`src/rtl/param_echo_tx.sv`:
```
// UART readback of the pulse-parameter set as a fixed 8N1 byte frame.
// Define PARAM_ECHO_CHECKSUM_EN to append a mod-256 checksum byte (13-byte frame).
//
// state    | meaning
// ST_IDLE  | line idle high, waiting for start
// ST_START | start bit (low) of the current byte
// ST_DATA  | data bits, LSB first
// ST_STOP  | stop bit (high); last byte goes to ST_DONE
// ST_DONE  | one-cycle done pulse; start is accepted here too
module param_echo_tx #(
    parameter int unsigned CLKS_PER_BIT = 104
) (
    input  logic        clk,
    input  logic        resetn,
    input  logic        start,
    input  logic [31:0] per,
    input  logic [15:0] p1wid,
    input  logic [15:0] del,
    input  logic [15:0] p2wid,
    input  logic        cp,
    input  logic        bl,
    output logic        RS232_Tx,
    output logic        busy,
    output logic        done
);

    typedef enum logic [2:0] {
        ST_IDLE,
        ST_START,
        ST_DATA,
        ST_STOP,
        ST_DONE
    } state_t;

    localparam logic [15:0] BIT_LOAD = 16'(CLKS_PER_BIT - 1);
`ifdef PARAM_ECHO_CHECKSUM_EN
    localparam logic [3:0] LAST_BYTE = 4'd12;
`else
    localparam logic [3:0] LAST_BYTE = 4'd11;
`endif

    state_t      state;
    state_t      state_nxt;
    logic        accept;
    logic [15:0] clk_cnt;
    logic        bit_tick;
    logic [2:0]  bit_idx;
    logic [3:0]  byte_idx;
    logic [7:0]  tx_byte;

    logic [31:0] per_q;
    logic [15:0] p1wid_q;
    logic [15:0] del_q;
    logic [15:0] p2wid_q;
    logic        cp_q;
    logic        bl_q;

    assign bit_tick = (clk_cnt == 16'd0);

`ifdef PARAM_ECHO_CHECKSUM_EN
    logic [7:0] csum;
    assign csum = per_q[31:24] + per_q[23:16] + per_q[15:8] + per_q[7:0]
                + p1wid_q[15:8] + p1wid_q[7:0] + del_q[15:8] + del_q[7:0]
                + p2wid_q[15:8] + p2wid_q[7:0] + {6'b0, bl_q, cp_q};
`endif

    always_comb begin
        tx_byte = 8'h00;
        case (byte_idx)
            4'd0:  tx_byte = 8'hA5;
            4'd1:  tx_byte = per_q[31:24];
            4'd2:  tx_byte = per_q[23:16];
            4'd3:  tx_byte = per_q[15:8];
            4'd4:  tx_byte = per_q[7:0];
            4'd5:  tx_byte = p1wid_q[15:8];
            4'd6:  tx_byte = p1wid_q[7:0];
            4'd7:  tx_byte = del_q[15:8];
            4'd8:  tx_byte = del_q[7:0];
            4'd9:  tx_byte = p2wid_q[15:8];
            4'd10: tx_byte = p2wid_q[7:0];
            4'd11: tx_byte = {6'b0, bl_q, cp_q};
`ifdef PARAM_ECHO_CHECKSUM_EN
            4'd12: tx_byte = csum;
`endif
            default: tx_byte = 8'h00;
        endcase
    end

    always_comb begin
        state_nxt = state;
        accept    = 1'b0;
        RS232_Tx  = 1'b1;
        busy      = 1'b0;
        done      = 1'b0;
        case (state)
            ST_IDLE: begin
                if (start) begin
                    state_nxt = ST_START;
                    accept    = 1'b1;
                end
            end
            ST_START: begin
                RS232_Tx = 1'b0;
                busy     = 1'b1;
                if (bit_tick) state_nxt = ST_DATA;
            end
            ST_DATA: begin
                RS232_Tx = tx_byte[bit_idx];
                busy     = 1'b1;
                if (bit_tick && bit_idx == 3'd7) state_nxt = ST_STOP;
            end
            ST_STOP: begin
                busy = 1'b1;
                if (bit_tick) state_nxt = (byte_idx == LAST_BYTE) ? ST_DONE : ST_START;
            end
            ST_DONE: begin
                done = 1'b1;
                if (start) begin
                    state_nxt = ST_START;
                    accept    = 1'b1;
                end else begin
                    state_nxt = ST_IDLE;
                end
            end
            default: state_nxt = ST_IDLE;
        endcase
    end

    // Reset wins over accept, so start is ignored while resetn is low.
    always_ff @(posedge clk) begin
        if (!resetn) begin
            state    <= ST_IDLE;
            clk_cnt  <= '0;
            bit_idx  <= '0;
            byte_idx <= '0;
            per_q    <= '0;
            p1wid_q  <= '0;
            del_q    <= '0;
            p2wid_q  <= '0;
            cp_q     <= 1'b0;
            bl_q     <= 1'b0;
        end else begin
            state <= state_nxt;
            if (accept) begin
                clk_cnt  <= BIT_LOAD;
                bit_idx  <= '0;
                byte_idx <= '0;
                per_q    <= per;
                p1wid_q  <= p1wid;
                del_q    <= del;
                p2wid_q  <= p2wid;
                cp_q     <= cp;
                bl_q     <= bl;
            end else if (busy) begin
                if (bit_tick) begin
                    clk_cnt <= BIT_LOAD;
                    if (state == ST_DATA) bit_idx <= bit_idx + 3'd1;
                    if (state == ST_STOP) byte_idx <= byte_idx + 4'd1;
                end else begin
                    clk_cnt <= clk_cnt - 16'd1;
                end
            end
        end
    end

endmodule

```
`config.mk`:
```
export PLATFORM = sky130hd
export DESIGN_NAME = param_echo_tx
export DESIGN_NICKNAME = d
export VERILOG_FILES = /design/src/rtl/param_echo_tx.sv
export SDC_FILE = /design/constraint.sdc
export NUM_CORES = 1
export LEC_CHECK = 0
export ABC_AREA = 1
export ABC_CLOCK_PERIOD_IN_PS = 2800
export CORE_MARGIN = 4
export CORE_UTILIZATION = 55
export CTS_CLUSTER_SIZE = 10
export DETAILED_ROUTE_END_ITERATION = 10
export HOLD_SLACK_MARGIN = 0.15
export PLACE_DENSITY = 0.85
export SETUP_SLACK_MARGIN = 0.4
export SKIP_LAST_GASP = 1
export SYNTH_ARGS = -nofsm -noshare
export SYNTH_HDL_FRONTEND = slang
export SYNTH_SLANG_ARGS = --single-unit
export TNS_END_PERCENT = 20
```
`constraint.sdc`:
```
create_clock -name clk -period 2.8 [get_ports clk]
set_input_delay 0.42 -clock clk [delete_from_list [all_inputs] [get_ports clk]]
set_output_delay 0.42 -clock clk [all_outputs]
set_load 0.03 [all_outputs]
```
Yosys cells after proc, flatten, opt, wreduce, memory -nomap -nowiden --
Cells that the tools add are included.
Word-level totals: flip-flop bits (word level) 108, logic and storage cells 65, input port bits 85
Operators by class: $lt $le $gt $ge 1, add/subtract/negate cells 3, mux-type cells 18, eq/ne operators 20, reductions and logical operators 11, bitwise gates (word level) 1
Operators with widths (count):
- $pmux 8 s12 | 1
- $eq 4x3->1 const B | 4
- $eq 4x4->1 const B | 4
- $logic_not 16->1 | 1
- $mux 16 | 1
- $sub 16x1->16 const B | 1
- $mux 3 | 5
- $pmux 3 s5 | 1
- $mux 7 | 2
- $eq 4x2->1 const B | 2
- $ne 2x2->1 const B | 4
- $eq 3x2->1 const B | 2
- $eq 3x3->1 const B | 2
- $mux 1 | 6
- $reduce_and 3->1 | 2
- $add 4x1->4 const B | 1
- $eq 4x1->1 const B | 1
- $logic_not 4->1 | 1
- $lt 3x4->1 const B | 1
- $reduce_and 4->1 | 1
- $reduce_or 2->1 | 2
- $add 3x1->3 const B | 1
- $bmux 1 s3 | 1
- $eq 3x1->1 const B | 1
- 6 further kinds | 6

Longest topological paths before layout --
depth in word-level cells 5, gate-level depth with buffers 12, gate-level depth less buffers 12

Worst setup path after synthesis --
OpenSTA, ideal clock, no wires.
path type reg2out, from register byte_idx[0], to output RS232_Tx, buffers on the path 2, slack 786 ps, cell stages (with the launch flop) 13, arrival 1594 ps, required time 2380 ps, path through dfxtp_1 -> inv_1 -> ha_1 -> buf_2 -> buf_2 -> nand4_1 -> nand3_1 -> nor2_1 -> nand3_1 -> nand3_1 -> nand3_1 -> nand3_1 -> nand2_1
On the way: longest elaborated chain between the ends 5, elaborated cells between the ends (all ways) 16
Ends and longest elaborated chain:
- from (decl) | RTL line 48 | logic [3:0] byte_idx;
- from (signal assigned) | RTL line 158 | if (state == ST_STOP) byte_idx <= byte_idx + 4'd1;
- $eq 4x4->1, or another cell as far along | RTL line 69 | case (byte_idx)
- $pmux 8 s12 * | RTL line 69
- $bmux 1 s3 * | RTL line 108 | RS232_Tx = tx_byte[bit_idx];
- $mux 1 (implied by the code) * | RTL line 108
- $pmux 1 s2 * | RTL line 95 | case (state)
- to (decl) | RTL line 22 | output logic RS232_Tx,
Mark *: on every way between the ends. The rest lies on a longest branch, timed or not. The select of a mux whose other input is x is not followed.

Worst setup path in the final report --
from register byte_idx[2], to output RS232_Tx
Same word-level chain as after synthesis.

==> metrics.yaml <==
critical_path:
  arrival_ps: 2140
  regToRegSetupSlack_ps: 1050
  slowest_delay_ps: 370
  crit_path_end_kind: "primary output"
  critPathMaxFanout: 14
  r2r_cells: 12
  critical_path.startpoint_type: "register"
  setup.worst_path.class: "register to primary output"
  cp.required_ps: 2380
  cp_common_cell: "nand3_1"
  cp_cell_sequence: "buf_8 > clkinvlp_4 > nor2_4 > buf_12 > nand3_1 > nand2_1 > nor2_1 > nand3_1 > nand3_1 > nand3_2 > nand3_2 > nand2_1 > buf_6"
  slowest_stage: "dfxtp_2"
global_routing:
  grt_pass1_wl_mm: 24.2
  grt_pass1_vias: 4893
  grt_antenna_before_repair: 0
  grt-ovfl-total: 0
  track_usage: 0.274
  grt_max_degree: 88
timing:
  slew_viol_final: 0
  finalHoldViolCount: 0
  finalClockSkew_ps: 9.43
  period_minus_slack_ps: 2560
  setup_viol: 0
  rsz0062_at_grt: "yes"
  max_freq_ghz: 0.391
  tightestPinTransition_ps: 618
  relSlewSlack: 0.588
  fin_crit_sh: 0.914
  fin_setup_tns_ps: 0
clock_network:
  htree_levels: 3
  numCtsBuffers: 9
  clock_latency_ps: 380
  cts_tree: "yes"
  cts_sinks: 108
  cts_buffer_depth: 2
  cts_hold_buf: 0
  cts.clk_slew.worst_paths_ps: 100
  cts-root-buf: "clkbuf_8"
synthesis:
  synth.top_cell.area_share: 0.416
  synth_edf_count: 0
  yosysTopAreaCell: "dfxtp_1"
  syn_avg_cell_area_um2: 7.01
  async_flop_share: 0
  ys_top_cells_by_area: "dfxtp_1 (42%), nor2_1 (15%), o21ai_0 (9.2%)"
  syn_area_um2: 5200
  synthCells: 742
  synth_nets: 835
  netlist-cell-type-count: 37
  ys_seq_area_frac: 0.416
  ys_warn_count: 0
  ys_ff_latch: 108
  dominantRegCellSynth: "dfxtp_1"
power:
  leakage_nw: 2.66
  p_per_area_nw_per_um2: 775
  switchingPower_mw: 2.01
  intPower_mw: 3.08
  share_comb_of_total_power: 0.366
  swShare: 0.395
  ir_worst_vdd_mv: 0.552
  power_frac_clock: 0.184
  seq_power_share: 0.450
drt:
  drt_iter0_markers: 332
  vias_per_cell: 5.47
  dr.pass1.iters: 5
  routed_wl_mm: 15.2
  wl_per_cell_um: 15.9
  drc: 0
  vias: 5209
  antenna_left: 0
placed_design:
  dpl_cell_area_um2: 6120
  io_buffers: 87
  dp.cells: 928
  place.gp.congestion: 1.03
  dp_hpwl_mm: 11.1
floorplanning:
  placementRows: 35
  die-area_um2: 11100
  dieHeight_um: 105
  fp.coreArea_um2: 9240
  io_pins: 88
  start_util: 0.563
  die_w_um: 105
layout:
  antenna_cells: 0
  design_area_um2: 6570
  area_growth_syn_to_layout_pct: 26.3
  final-seq-area_um2: 2170
  nets: 912
  multiInputGateArea_um2: 2740
  n_fill_cell: 773
  drive_gt1_frac: 0.115
  finalNonFillerCells: 953
run:
  drv_cap: 0
status:
  run_status: "completed"
worst_hold_path:
  min_path_cells: 3
  hold_class: "primary input to register"
[Yosys cell counts, types with 2 or more instances]
cell	count
o21ai_2	2
a21oi_1	21
a211oi_1	2
dfxtp_1	108
inv_2	4
buf_2	13
o22ai_1	2
inv_1	41
nand4_1	28
a31oi_1	2
nor2_1	205
buf_4	8
nor2_2	8
o21ai_0	96
nor3_1	6
xor2_1	5
nor2_8	2
nand2_2	2
nand2_1	61
clkbuf_1	23
nand3_1	75
ha_1	8
o21a_1	2
nor2_4	5
[what timing repair did]
item	in CTS	in global routing
gates resized for setup	29	12
pin swaps	4	5
cloned	1	1
setup endpoints to repair	1	2
endpoints found under the hold margin	0	0
setup buffers	6	1
[state kept, by name (all words and copies together), names as in the netlist, 3 cells and up]
signal,cells
per_q,32
p1wid_q,16
clk_cnt,16
byte_idx,4
del_q,16
p2wid_q,16
state,3
bit_idx,3
[final cells by class]
class / instances / area share
multi-input cells: 544 / 0.417
repair buffers: 110 / 0.171
clock buffers: 10 / 0.0194
inverters: 46 / 0.0276
flip-flops and latches: 108 / 0.331
well taps: 129 / 0.0246
clock inverters: 6 / 0.00971
[cells in the final DEF, fill, tap and decap left out, types with 3 or more instances in the layout]
master and count:
nor2_1 201, dfxtp_1 104, o21ai_0 94, clkdlybuf4s50_1 85
nand3_1 68, nand2_1 60, inv_1 37, nand4_1 28
a21oi_1 21, buf_4 14, nor2_2 12, clkbuf_8 9
nand3_2 8, inv_2 6, nor2_4 6, nor3_1 6
xor2_1 5, buf_6 5, ha_1 4, clkinvlp_4 3
nand2_2 3, ha_4 3, buf_12 3
[per-stage QoR]
| step | hold slack [ps] | power [mW] | setup WS (ps) | utilization |
|---|---|---|---|---|
| floorplan | 425 | 3.61 | 786 | - |
| global placement | 453 | 4.05 | 428 | 0.662 |
| detailed placement | 461 | 4.13 | 403 | 0.662 |
| CTS | 430 | 5.09 | 253 | 0.703 |
| global route | 461 | 5.47 | 156 | 0.711 |
| finish | 456 | 5.09 | 242 | 0.711 |
[path summary, 6_finish.rpt]
kind | start | endpoint
max | byte_idx[2] | RS232_Tx
min | resetn | clk_cnt[5]
max reg2reg | clk_cnt[0] | clk_cnt[12]
min reg2reg | p2wid_q[9] | p2wid_q[9]
[power by group through the flow]
stage	logic (mW)	registers (mW)	clock network [mW]
finish	1.86	2.29	0.939
global route	2.12	2.33	1.02
CTS	1.86	2.28	0.951
detailed placement	1.82	2.31	0
global placement	1.75	2.30	0
floorplan	1.41	2.19	0
[routing by layer]
layer	GRT usage	share of wire	up-vias
li1	-	-	2599
met1	0.350	0.43	2409
met2	0.471	0.49	174
met3	0.0521	0.058	27
met4	0.0787	0.021	0
met5	0	0	-
[cell families (layout without fill, tap and decap cells)]
kind of cell / count (synthesis) / count (layout) / synth area share
AND/OR/NAND/NOR: 399 / 400 / 0.346
AO/OA/AOI/OAI: 130 / 130 / 0.132
flip-flops: 108 / 108 / 0.416
buffers and inverters: 91 / 172 / 0.0765
adder cells (fa/ha/maj): 8 / 8 / 0.0193
XOR/XNOR: 6 / 6 / 0.0101
[critical path, delay by kind of cell (launching register included)]
kind / cells / cell delay (ps)
simple gates: 9 / 810
buf+inv: 4 / 550
flops: 1 / 370
(Power assumes the default switching activity.)
